`config.mk`:
```
export PLATFORM = sky130hd
export DESIGN_NAME = instruction_fetch_unit
export DESIGN_NICKNAME = d
export VERILOG_FILES = /design/src/rtl/instruction_fetch_unit.sv
export SDC_FILE = /design/constraint.sdc
export NUM_CORES = 1
export LEC_CHECK = 0
export BUFFER_PORTS_ARGS = -buffer_cell sky130_fd_sc_hd__buf_4
export CORE_MARGIN = 1.5
export CORE_UTILIZATION = 58
export DETAILED_ROUTE_END_ITERATION = 6
export GPL_ROUTABILITY_DRIVEN = 1
export HOLD_SLACK_MARGIN = 0.06
export PLACE_DENSITY = 0.9
export SETUP_SLACK_MARGIN = 0.02
export SKIP_LAST_GASP = 1
export SYNTH_ARGS = -nofsm -noshare
export SYNTH_HDL_FRONTEND = slang
export SYNTH_SLANG_ARGS = --single-unit
```
`constraint.sdc`:
```
create_clock -name clk -period 2.9 [get_ports clk]
set_input_delay 0.435 -clock clk [delete_from_list [all_inputs] [get_ports clk]]
set_output_delay 0.435 -clock clk [all_outputs]
set_load 0.01 [all_outputs]
```
`src/rtl/instruction_fetch_unit.sv`:
```
// ---------------------------------------------------------------------------
// instruction_fetch_unit
//
// Fetch-side initiator for a word-addressed instruction memory with
// combinational read. It owns the PC, presents it as the memory address every
// cycle, and captures each returned word (tagged with its PC) into a small
// prefetch FIFO. Decode drains the FIFO through a valid/ready handshake. A
// redirect pulse from execute flushes the FIFO and restarts fetch at the
// target address.
//
// Parameters
//   RESET_PC    PC loaded on reset (bits [1:0] must be 0)
//   FIFO_DEPTH  prefetch entries (power of 2, >= 2)
//
// Ports
//   clk               rising-edge clock
//   rst_n             asynchronous active-low reset
//   imem_addr_out     byte address to instruction memory (the PC register)
//   imem_instr_in     instruction word for imem_addr_out, same cycle
//   redirect_in       one-cycle pulse: flush FIFO, load redirect_pc_in
//   redirect_pc_in    redirect target (bits [1:0] forced to 0)
//   fetch_valid_out   FIFO head is valid
//   fetch_ready_in    decode accepts the head this cycle
//   fetch_instr_out   instruction at the FIFO head
//   fetch_pc_out      PC of the instruction at the FIFO head
//   fifo_count_out    occupied FIFO entries
//
// Optional feature, enabled by defining FETCH_PERF_EN:
//   fetched_count_out 32-bit count of words pushed into the FIFO
//   stall_cycles_out  32-bit count of cycles with a valid head not accepted
//
// Handshake: a transfer to decode happens on a rising edge where
// fetch_valid_out and fetch_ready_in are both high. fetch_valid_out does not
// depend on fetch_ready_in, and the head stays stable until it is accepted or
// a redirect flushes it.
// ---------------------------------------------------------------------------
module instruction_fetch_unit #(
  parameter logic [31:0] RESET_PC   = 32'h0000_0000,
  parameter int          FIFO_DEPTH = 4
) (
  input  logic                          clk,
  input  logic                          rst_n,
  output logic [31:0]                   imem_addr_out,
  input  logic [31:0]                   imem_instr_in,
  input  logic                          redirect_in,
  input  logic [31:0]                   redirect_pc_in,
  output logic                          fetch_valid_out,
  input  logic                          fetch_ready_in,
  output logic [31:0]                   fetch_instr_out,
  output logic [31:0]                   fetch_pc_out,
  output logic [$clog2(FIFO_DEPTH):0]   fifo_count_out
`ifdef FETCH_PERF_EN
  ,
  output logic [31:0]                   fetched_count_out,
  output logic [31:0]                   stall_cycles_out
`endif
);

  localparam int PTR_W = $clog2(FIFO_DEPTH);
  localparam int CNT_W = PTR_W + 1;

  localparam logic [CNT_W-1:0] DEPTH_C = CNT_W'(FIFO_DEPTH);
  localparam logic [CNT_W-1:0] CNT_ONE = CNT_W'(1);
  localparam logic [PTR_W-1:0] PTR_ONE = PTR_W'(1);

  logic [31:0]      pc;
  logic [PTR_W-1:0] wr_ptr;
  logic [PTR_W-1:0] rd_ptr;
  logic [CNT_W-1:0] count;

  logic [31:0] pc_mem    [FIFO_DEPTH];
  logic [31:0] instr_mem [FIFO_DEPTH];

  logic pop;
  logic push;

  assign fetch_valid_out = (count != '0);
  assign pop             = fetch_valid_out & fetch_ready_in;
  // When full, a same-cycle pop frees the head slot, which is exactly the
  // slot the tail points at, so the push can proceed into it.
  assign push            = !redirect_in & ((count < DEPTH_C) | pop);

  assign imem_addr_out   = pc;
  assign fifo_count_out  = count;
  // Head is read from registered storage only, never from imem_instr_in.
  assign fetch_instr_out = instr_mem[rd_ptr];
  assign fetch_pc_out    = pc_mem[rd_ptr];

  // PC register: advances only when a word is captured.
  always_ff @(posedge clk or negedge rst_n) begin
    if (!rst_n) begin
      pc <= RESET_PC;
    end else if (redirect_in) begin
      pc <= {redirect_pc_in[31:2], 2'b00};
    end else if (push) begin
      pc <= pc + 32'd4;
    end
  end

  // FIFO storage. Cleared on reset so the head outputs read zero out of reset.
  always_ff @(posedge clk or negedge rst_n) begin
    if (!rst_n) begin
      for (int i = 0; i < FIFO_DEPTH; i++) begin
        pc_mem[i]    <= '0;
        instr_mem[i] <= '0;
      end
    end else if (push) begin
      pc_mem[wr_ptr]    <= pc;
      instr_mem[wr_ptr] <= imem_instr_in;
    end
  end

  // Pointers and occupancy. A redirect discards every entry by pulling the
  // read pointer up to the write pointer.
  always_ff @(posedge clk or negedge rst_n) begin
    if (!rst_n) begin
      wr_ptr <= '0;
      rd_ptr <= '0;
      count  <= '0;
    end else if (redirect_in) begin
      rd_ptr <= wr_ptr;
      count  <= '0;
    end else begin
      if (push) begin
        wr_ptr <= wr_ptr + PTR_ONE;
      end
      if (pop) begin
        rd_ptr <= rd_ptr + PTR_ONE;
      end
      if (push && !pop) begin
        count <= count + CNT_ONE;
      end else if (pop && !push) begin
        count <= count - CNT_ONE;
      end
    end
  end

`ifdef FETCH_PERF_EN
  // Performance counters: free-running, wrap at 2^32, untouched by redirect.
  always_ff @(posedge clk or negedge rst_n) begin
    if (!rst_n) begin
      fetched_count_out <= '0;
      stall_cycles_out  <= '0;
    end else begin
      if (push) begin
        fetched_count_out <= fetched_count_out + 32'd1;
      end
      if (fetch_valid_out && !fetch_ready_in) begin
        stall_cycles_out <= stall_cycles_out + 32'd1;
      end
    end
  end
`endif

endmodule

```
==> results of run 1 <==
[state kept, by name, summed over array words and instances (netlist names)]
register,flops
imem_addr_out,30
wr_ptr,2
pc_mem,120
fifo_count_out,3
rd_ptr,2
instr_mem,128
[worst max-delay path, stage by stage, from the launching register on]
cell,delay [ns]
dfrtp_4,0.60
buf_12,0.29
mux4_2,0.59
buf_4,0.17
[logic make-up after synthesis]
group           count (synthesis)  synth area share (%)
simple gates                  118                  4.72
other cells                     1                0.0293
buf+inv                        74                  2.77
compound gates                 50                  1.99
xor+xnor                       32                  2.19
mux                           300                  31.9
fa+ha+maj                       6                 0.646
flops                         285                  55.8
[stage by stage]
stage	hold WS, ns	util [%]	instance area (µm²)	power (W)	setup WS [ns]
after floorplan	0.139	-	12800	0.0113	0.751
after global placement	0.456	66.4	14400	0.0138	0.380
after detailed placement	0.470	66.4	14400	0.0141	0.332
after CTS	0.0865	70.5	15300	0.0177	0.210
after global routing	0.108	70.5	15300	0.0186	0.160
final	0.110	70.5	15300	0.0175	0.256
[power groups by stage]
stage,clock network (W),logic [W],registers (W)
6_report,0.00347,0.00717,0.00691
2_1_floorplan,0,0.00481,0.00647
4_1_cts,0.00357,0.00727,0.00690
5_1_grt,0.00372,0.00772,0.00713
3_3_place_gp,0,0.00701,0.00679
3_5_place_dp,0,0.00721,0.00694
[worst max path at each step]
stage | end | start | slack, ns | cells past startpoint
after global routing | fetch_pc_out[12] | rd_ptr[0] | 0.16 | 3
after global placement | pc_mem[19] | fifo_count_out[2] | 0.38 | 5
after floorplan | fifo_count_out[1] | fifo_count_out[2] | 0.75 | 6
after detailed placement | pc_mem[16] | fifo_count_out[2] | 0.33 | 5
final | fetch_pc_out[12] | rd_ptr[0] | 0.26 | 3
after CTS | fetch_pc_out[12] | rd_ptr[0] | 0.21 | 3
[cell type report]
| class | count | area (µm²) | area share [%] |
|---|---|---|---|
| inverters | 7 | 26.3 | 0.171 |
| multi-input cells | 510 | 5340 | 34.8 |
| clock buffers | 42 | 855 | 5.57 |
| flip-flops and latches | 285 | 7140 | 46.5 |
| well taps | 280 | 350 | 2.28 |
| repair buffers | 188 | 1600 | 10.4 |
| clock inverters | 7 | 38.8 | 0.253 |
[synthesized netlist by cell type (3+ instances only)]
library cell and number:
clkbuf_1 23, nor4_1 3, mux2_2 237, buf_4 4, xor2_1 11, mux4_2 62, nand2_1 58, buf_2 33
nand4_1 11, nor3_1 11, xnor2_1 21, nor2_1 9, nand3_1 10, ha_1 5, clkbuf_2 4, dfrtp_1 285
and3_1 3, a21oi_1 3, inv_1 7, o21ai_1 7, o21ai_0 39
[metal layers]
layer / routed length (µm) / up-vias
li1: - / 3457
met2: 13500 / 232
met5: 0 / -
met1: 11400 / 4055
met3: 1740 / 39
met4: 386 / 0
[repair_timing]
action,in CTS,in global routing
resized for setup,0,0
setup buffers,0,0
endpoints found under the hold margin,73,0
hold buffers,1,0
==> impl_metrics.yaml, run 1 <==
run_status:
  outcome: "finished, final reports clean"
sta:
  fin_setup_tns_ns: 0
  period_share_pct: 91.2
  max_slew_margin_pct: 35.4
  slew_viol_final: 0
  worst_slew_pin_slew_ns: 0.965
  rsz0062_at_grt: "false"
  hold_viol_final: 0
  skew_ns: 0.00762
  setup_viol: 0
  fmax_mhz: 378
  period_minus_slack_ns: 2.64
logic_synthesis:
  synth_cell_types: 38
  ys_seq_area_share_pct: 55.8
  async_reset_ff_share_pct: 100
  synth_top_cell_by_area: "dfrtp_1"
  ys_top_cells_by_area: "dfrtp_1 56%, mux2_2 21%, mux4_2 11%, nand2_1 1.7%, o21ai_0 1.5%"
  synth_flop_cell: "dfrtp_1"
  ys_ff_latch: 285
  synthCells: 866
  post_synth.cell_area_avg_um2: 14.8
  synth_edf_count: 0
  netlist.area_leader.share_pct: 55.8
  syn_area_mm2: 0.0128
  ys_warn_count: 0
power_and_ir_drop:
  p_per_area_mw_per_mm2: 1140
  vdd_drop_max_uv: 619
  p_sw_share_pct: 30.7
  p_sw_w: 0.00538
  power.internal_w: 0.0122
  p_leak_nw: 6.82
  p_comb_share_pct: 40.9
  pwr-share-seq_pct: 39.4
  clock_power_share_pct: 19.8
grt:
  antenna_found_initial: 0
  grt_overflow: 0
  grt_max_degree: 80
  grt_use_met2_pct: 41.0
  use_met1_pct: 34.6
  grt.busiest_layer: "met2"
  grt_pass1_wl_um: 43900
  grt_usage_pct: 24.7
  grt_pass1_vias: 8274
  grt_use_met3_pct: 4.04
floorplanning:
  dieArea_mm2: 0.0229
  rows: 54
  num_io_pins: 168
  die_y_um: 151
  die_w_um: 151
  coreArea_mm2: 0.0218
  start_util_pct: 58.8
placed_design:
  gp_congestion: 0.768
  dpl.cell_count: 1269
  port_buffers: 161
  place_hpwl_um: 17500
detailed_routing:
  drtAntennaViolNets: 0
  drt_iter0_markers: 294
  routed_via_density: 5.90
  drc: 0
  wl_um: 27100
  wire_per_inst_um: 20.5
  num_vias: 7783
  drt_pass1_iterations: 4
finish:
  mostFrequentLayoutCell: "dfrtp_1"
  drive_gt1_share_pct: 52.3
  area_growth_pct: 20.0
  stdcell_count: 1319
  diodes: 0
  fillerInstances: 1403
  layout_common_cells: "283 x dfrtp_1, 237 x mux2_2, 172 x buf_4"
  nets: 1095
worst_hold_path:
  hp-class: "input pin to register"
  hold_end: "imem_addr_out[19]"
  min-delay-start: "redirect_pc_in[19]"
  min_path_cells: 3
cts:
  clk_pin_slew_ns: 0.06
  cts-htree-levels: 1
  cts_buffers: 29
  clock_latency_ns: 0.53
  cts-root-buf: "clkbuf_16"
  clock_path_buffers: 3
  tritoncts: "done"
  clock_sinks: 285
setup_path:
  r2r-end: "pc_mem[19]"
  r2r_cells: 5
  crit_path_max_fanout: 29
  reg2reg_slack_ns: 0.30
  critPathKind: "register to output port"
  start_kind: "register"
  crit_required_ns: 2.47
  setup.worst_path.end_class: "output port"
  arrival_ns: 2.21
  r2r-start: "fifo_count_out[2]"
run:
  cap_viol_max_count: 0
No activity file was read; power rests on OpenSTA's default activity.
==> run 2: changes to the inputs <==
--- a/config.mk
+++ b/config.mk
@@ -12,7 +12,7 @@
 export GPL_ROUTABILITY_DRIVEN = 1
 export HOLD_SLACK_MARGIN = 0.06
 export PLACE_DENSITY = 0.9
-export SETUP_SLACK_MARGIN = 0.02
+export SETUP_SLACK_MARGIN = 0.5
 export SKIP_LAST_GASP = 1
 export SYNTH_ARGS = -nofsm -noshare
 export SYNTH_HDL_FRONTEND = slang
==> run 2 against run 1 <==
  * Total power rose by 4.5%
  * Core utilization rose by 1.7 points
  * Worst hold slack got worse by 0.0029 ns
  * Clock skew rose by 0.0036 ns
  * Final area rose by 2.4%
  * Largest power group unchanged
  * Highest routed layer unchanged
==> impl_metrics.yaml, run 2 (synthesized netlist as in run 1, its figures left out) <==
detailed_routing:
  drc: 0
  num_vias: 7880
  wire_per_inst_um: 21.5
  wl_um: 28700
  drt_pass1_iterations: 4
  drtAntennaViolNets: 0
  routed_via_density: 5.91
  drt_iter0_markers: 368
cts:
  clock_sinks: 285
  clock_latency_ns: 0.54
  cts-root-buf: "clkbuf_16"
  clk_pin_slew_ns: 0.06
  cts_buffers: 29
  clock_path_buffers: 3
  cts-htree-levels: 1
  tritoncts: "done"
placed_design:
  place_hpwl_um: 17500
  port_buffers: 161
  gp_congestion: 0.768
  place_area_mm2: 0.0144
  dp_slack_ns: 0.332
floorplanning:
  die_w_um: 151
  num_io_pins: 168
  start_util_pct: 58.8
  die_y_um: 151
  coreArea_mm2: 0.0218
  rows: 54
  dieArea_mm2: 0.0229
sta:
  holdWs_ns: 0.107
  rsz0062_at_grt: "true"
  fmax_mhz: 407
  slew_viol_final: 0
  skew_ns: 0.0112
  worst_slew_pin_slew_ns: 0.646
  period_share_pct: 84.7
  period_minus_slack_ns: 2.46
  fin_ws_ns: 0.444
  max_slew_margin_pct: 56.9
  fin_setup_tns_ns: 0
  setup_viol: 0
  hold_viol_final: 0
grt:
  grt_pass1_vias: 8355
  grt_max_degree: 80
  grt_usage_pct: 25.6
  grt_overflow: 0
  antenna_found_initial: 0
  grt_pass1_wl_um: 45000
finish:
  fillerInstances: 1349
  mostFrequentLayoutCell: "dfrtp_1"
  multiInputGateArea_mm2: 0.00535
  design_area_mm2: 0.0157
  area_growth_pct: 22.9
  diodes: 0
  regArea_mm2: 0.00714
  drive_gt1_share_pct: 53.1
  largest_register_ffs: 128
  nets: 1110
  fin_util_pct: 72.2
  largest-register: "instr_mem"
  layout_common_cells: "283 x dfrtp_1, 237 x mux2_2, 157 x buf_4"
setup_path:
  max_stage_delay_ns: 0.55
  cpMostUsedCell: "buf_4"
  reg2reg_slack_ns: 0.63
  crit_path_max_fanout: 8
  crit_family: "multiplexers"
  critPathSlowestCell: "mux4_2"
  setup.worst_path.end_class: "output port"
  arrival_ns: 2.02
  critPathKind: "register to output port"
  crit_required_ns: 2.47
  start_kind: "register"
  cp_cell_sequence: "buf_4, buf_16, mux4_2, buf_4"
  crit_buf_inv: 3
power_and_ir_drop:
  vdd_drop_max_uv: 627
  p_per_area_mw_per_mm2: 1170
  p_leak_nw: 6.99
run:
  cap_viol_max_count: 0
run_status:
  outcome: "finished, final reports clean"
worst_hold_path:
  hp-class: "input pin to register"
## run 2: cell types whose count changed in the layout (fill, tap and decap cells not counted)
cell	before	now
dfrtp_2	1	0
nor2b_2	0	1
buf_4	172	157
buf_6	0	23
buf_12	14	12
dfrtp_4	1	2
nor2_1	9	8
bufbuf_16	0	2
clkbuf_16	29	32
buf_16	0	4
nor2_2	0	1
nor2b_1	1	0
## run 2: power breakdown
group	switching (W)	internal, W	leakage, nW
combinational	0.00312	0.00487	3.09
clock	0.00147	0.00202	0.449
sequential	0.00104	0.00581	3.45
total	0.00563	0.0127	6.99
## run 2: what timing repair did
action                                  4_1_cts  5_1_grt
hold buffers                                  1        0
endpoints found under the setup margin      227      214
setup buffers                                 7        2
gates resized for setup                       6       24
endpoints found under the hold margin        73        0
cloned                                        3        3
## run 2: layout make-up
class | instances | area share, %
inverter | 7 | 0.167
timing repair buffer | 203 | 12.4
sequential | 285 | 45.5
multi-input combinational | 510 | 34.0
clock inverter | 7 | 0.247
clock buffer | 42 | 5.44
tap | 280 | 2.23
## run 2: stage by stage
| step | cells | power (W) |
|---|---|---|
| detailed placement | 1269 | 0.0141 |
| finish | 1334 | 0.0183 |
| CTS | 1329 | 0.0181 |
| global route | 1334 | 0.0193 |
| global placement | 1269 | 0.0138 |
| floorplan | 869 | 0.0113 |
## run 2: final timing paths
check                                     to  cells after the start               start
hold / removal             imem_addr_out[19]                      3  redirect_pc_in[19]
setup / recovery            fetch_pc_out[15]                      4           rd_ptr[0]
min in group asynchronous     instr_mem[113]                      2               rst_n
max in group asynchronous         pc_mem[18]                      3               rst_n
setup reg to reg               instr_mem[11]                      5   fifo_count_out[2]
hold reg to reg                   pc_mem[29]                      2          pc_mem[29]
## run 2: routing by layer
| layer | global-route usage, % | routed length [µm] | up-vias |
|---|---|---|---|
| met5 | 0 | 0 | - |
| met4 | 5.58 | 440 | 0 |
| met3 | 4.13 | 1530 | 42 |
| met2 | 42.7 | 14600 | 234 |
| met1 | 35.6 | 12100 | 4109 |
| li1 | - | - | 3495 |
## run 2: tightest hold or removal path, stage by stage
cell and delay [ns]:
buf_4 0.07, nand2_1 0.04, o21ai_0 0.05
==> run 3: changes to the inputs <==
--- a/config.mk
+++ b/config.mk
@@ -7,11 +7,11 @@
 export LEC_CHECK = 0
 export BUFFER_PORTS_ARGS = -buffer_cell sky130_fd_sc_hd__buf_4
 export CORE_MARGIN = 1.5
-export CORE_UTILIZATION = 58
+export CORE_UTILIZATION = 52
 export DETAILED_ROUTE_END_ITERATION = 6
 export GPL_ROUTABILITY_DRIVEN = 1
 export HOLD_SLACK_MARGIN = 0.06
-export PLACE_DENSITY = 0.9
+export PLACE_DENSITY = 0.86
 export SETUP_SLACK_MARGIN = 0.5
 export SKIP_LAST_GASP = 1
 export SYNTH_ARGS = -nofsm -noshare
==> constraint.sdc (replaced) <==
create_clock -name clk -period 2.05 [get_ports clk]
set_input_delay 0.3075 -clock clk [delete_from_list [all_inputs] [get_ports clk]]
set_output_delay 0.3075 -clock clk [all_outputs]
set_load 0.01 [all_outputs]
==> run 3 against run 2 <==
  * Final cell count rose by 18%
  * Via count grew 18%
  * Sequential cell count is the same
  * Clock skew down 0.00067 ns
  * Highest routed layer unchanged
  * Sequential power up 45%
  * Critical path depth stayed put
  * The flow now finishes with violations (negative setup slack)
  * Global-route usage is 3.5 points higher
  * Count of clock-buffer cells in the layout rose by 1
  * Worst setup slack got worse by 0.77 ns
==> impl_metrics.yaml, run 3 (synthesized netlist as in run 1, its figures left out) <==
power_and_ir_drop:
  power.total_w: 0.0303
  p_leak_nw: 8.50
  vdd_drop_max_uv: 899
  clock_power_share_pct: 18.2
  p_per_area_mw_per_mm2: 1590
  pwr-share-seq_pct: 32.7
  p_comb_share_pct: 49.1
  p_sw_w: 0.00967
  p_sw_share_pct: 32.0
  power.internal_w: 0.0206
setup_path:
  reg2reg_slack_ns: -0.03
  r2r_cells: 8
  critPathCapture: "fetch_pc_out[14]"
  crit_required_ns: 1.74
  start_kind: "register"
  r2r-end: "imem_addr_out[14]"
  arrival_ns: 2.07
  critPathKind: "register to output port"
  setup.worst_path.end_class: "output port"
  r2r-start: "imem_addr_out[6]"
  crit_path_max_fanout: 9
  cp-startpoint: "rd_ptr[0]"
finish:
  mostFrequentLayoutCell: "dfrtp_1"
  fillerInstances: 1234
  largest-register: "instr_mem"
  fin_util_pct: 78.4
  area_growth_pct: 48.8
  drive_gt1_share_pct: 60.0
  largest_register_ffs: 128
  nets: 1303
  layout_common_cells: "270 x dfrtp_1, 225 x mux2_2, 152 x buf_4"
  stdcell_count: 1575
  diodes: 0
detailed_routing:
  drtAntennaViolNets: 0
  wl_um: 40600
  wl_met2_um: 21200
  wl_met1_um: 15900
  num_vias: 9284
  drc: 0
  drt_pass1_iterations: 6
  routed_via_density: 5.89
  highest_layer: "met4"
  drt_iter0_markers: 665
  wl_met3_um: 2340
  wire_per_inst_um: 25.8
cts:
  clock_sinks: 285
  clk_pin_slew_ns: 0.06
  clock_path_buffers: 3
  cts_buffers: 29
  clock_latency_ns: 0.54
  tritoncts: "done"
  cts-htree-levels: 1
  cts-root-buf: "clkbuf_16"
sta:
  max_slew_margin_pct: 61.5
  rsz0062_at_grt: "true"
  slew_viol_final: 0
  period_share_pct: 116
  worst_slew_pin_slew_ns: 0.578
  period_minus_slack_ns: 2.38
  setup_viol: 63
  skew_ns: 0.0105
  fin_ws_ns: -0.325
  fmax_mhz: 421
  hold_viol_final: 0
floorplanning:
  start_util_pct: 52.7
  die_y_um: 160
  coreArea_mm2: 0.0242
  num_io_pins: 168
  die_w_um: 160
  dieArea_mm2: 0.0255
  rows: 57
grt:
  grt_pass1_vias: 9726
  grt_overflow: 0
  grt_max_degree: 72
  antenna_found_initial: 0
  grt_pass1_wl_um: 56600
  grt_usage_pct: 29.1
worst_hold_path:
  hp-class: "input pin to register"
placed_design:
  gp_congestion: 0.794
  dpl.cell_count: 1341
  port_buffers: 161
  dp_slack_ns: 0.0909
  place_hpwl_um: 18500
run_status:
  violations: "negative setup slack"
  outcome: "finished, violations left"
run:
  cap_viol_max_count: 0
run 3: power groups by stage:
| stage | Clock (W) | Sequential, W | Combinational [W] |
|---|---|---|---|
| 6_report | 0.00549 | 0.00990 | 0.0149 |
| 5_1_grt | 0.00580 | 0.0101 | 0.0155 |
| 4_1_cts | 0.00549 | 0.00958 | 0.0130 |
| 3_5_place_dp | 0 | 0.00966 | 0.0106 |
| 3_3_place_gp | 0 | 0.00943 | 0.0103 |
| 2_1_floorplan | 0 | 0.00916 | 0.00697 |
run 3: worst min-delay path by stage:
stage | start | to | slack, ns | cells past startpoint
finish | fetch_ready_in | fifo_count_out[1] | 0.13 | 3
global route | redirect_in | rd_ptr[0] | 0.11 | 2
CTS | redirect_in | rd_ptr[0] | 0.08 | 2
detailed placement | rst_n | instr_mem[113] | 0.26 | 1
global placement | rst_n | instr_mem[113] | 0.26 | 1
floorplan | rst_n | fifo_count_out[0] | 0.01 | 0
run 3: per-stage QoR:
| step | TNS (ns) | hold WS (ns) | area [µm²] |
|---|---|---|---|
| 5_1_grt | -18.28 | 0.108 | 19000 |
| 2_1_floorplan | 0 | 0.0119 | 12900 |
| 6_report | -15.86 | 0.128 | 19000 |
| 4_1_cts | -16.75 | 0.0764 | 17900 |
| 3_3_place_gp | 0 | 0.259 | 14800 |
| 3_5_place_dp | 0 | 0.260 | 14800 |
run 3: timing repair:
item	in CTS	in global routing
pin swaps	30	28
setup endpoints to repair	325	367
gates resized for setup	114	162
hold endpoints to repair	202	0
setup buffers	38	43
cloned	28	7
hold buffers	65	0
run 3: layer usage:
metal | up-vias | track usage, %
li1 | 3898 | -
met1 | 4925 | 37.7
met2 | 377 | 51.1
met3 | 84 | 4.81
met4 | 0 | 7.73
met5 | - | 0
run 3: worst max-delay path: stages, from the launching register on:
cell and delay (ns):
dfrtp_4 0.50, buf_12 0.16, buf_12 0.15, mux4_2 0.55
buf_4 0.18
run 3: final cells by class:
class                           instances  area, µm²  share of cell area (%)
Sequential cell                       285       7150                    37.6
Multi-Input combinational cell        513       5800                    30.5
Clock buffer                           43        828                    4.35
Tap cell                              324        405                    2.13
Timing Repair Buffer                  393       4660                    24.5
Clock inverter                         10        150                   0.789
Inverter                                7       26.3                   0.138
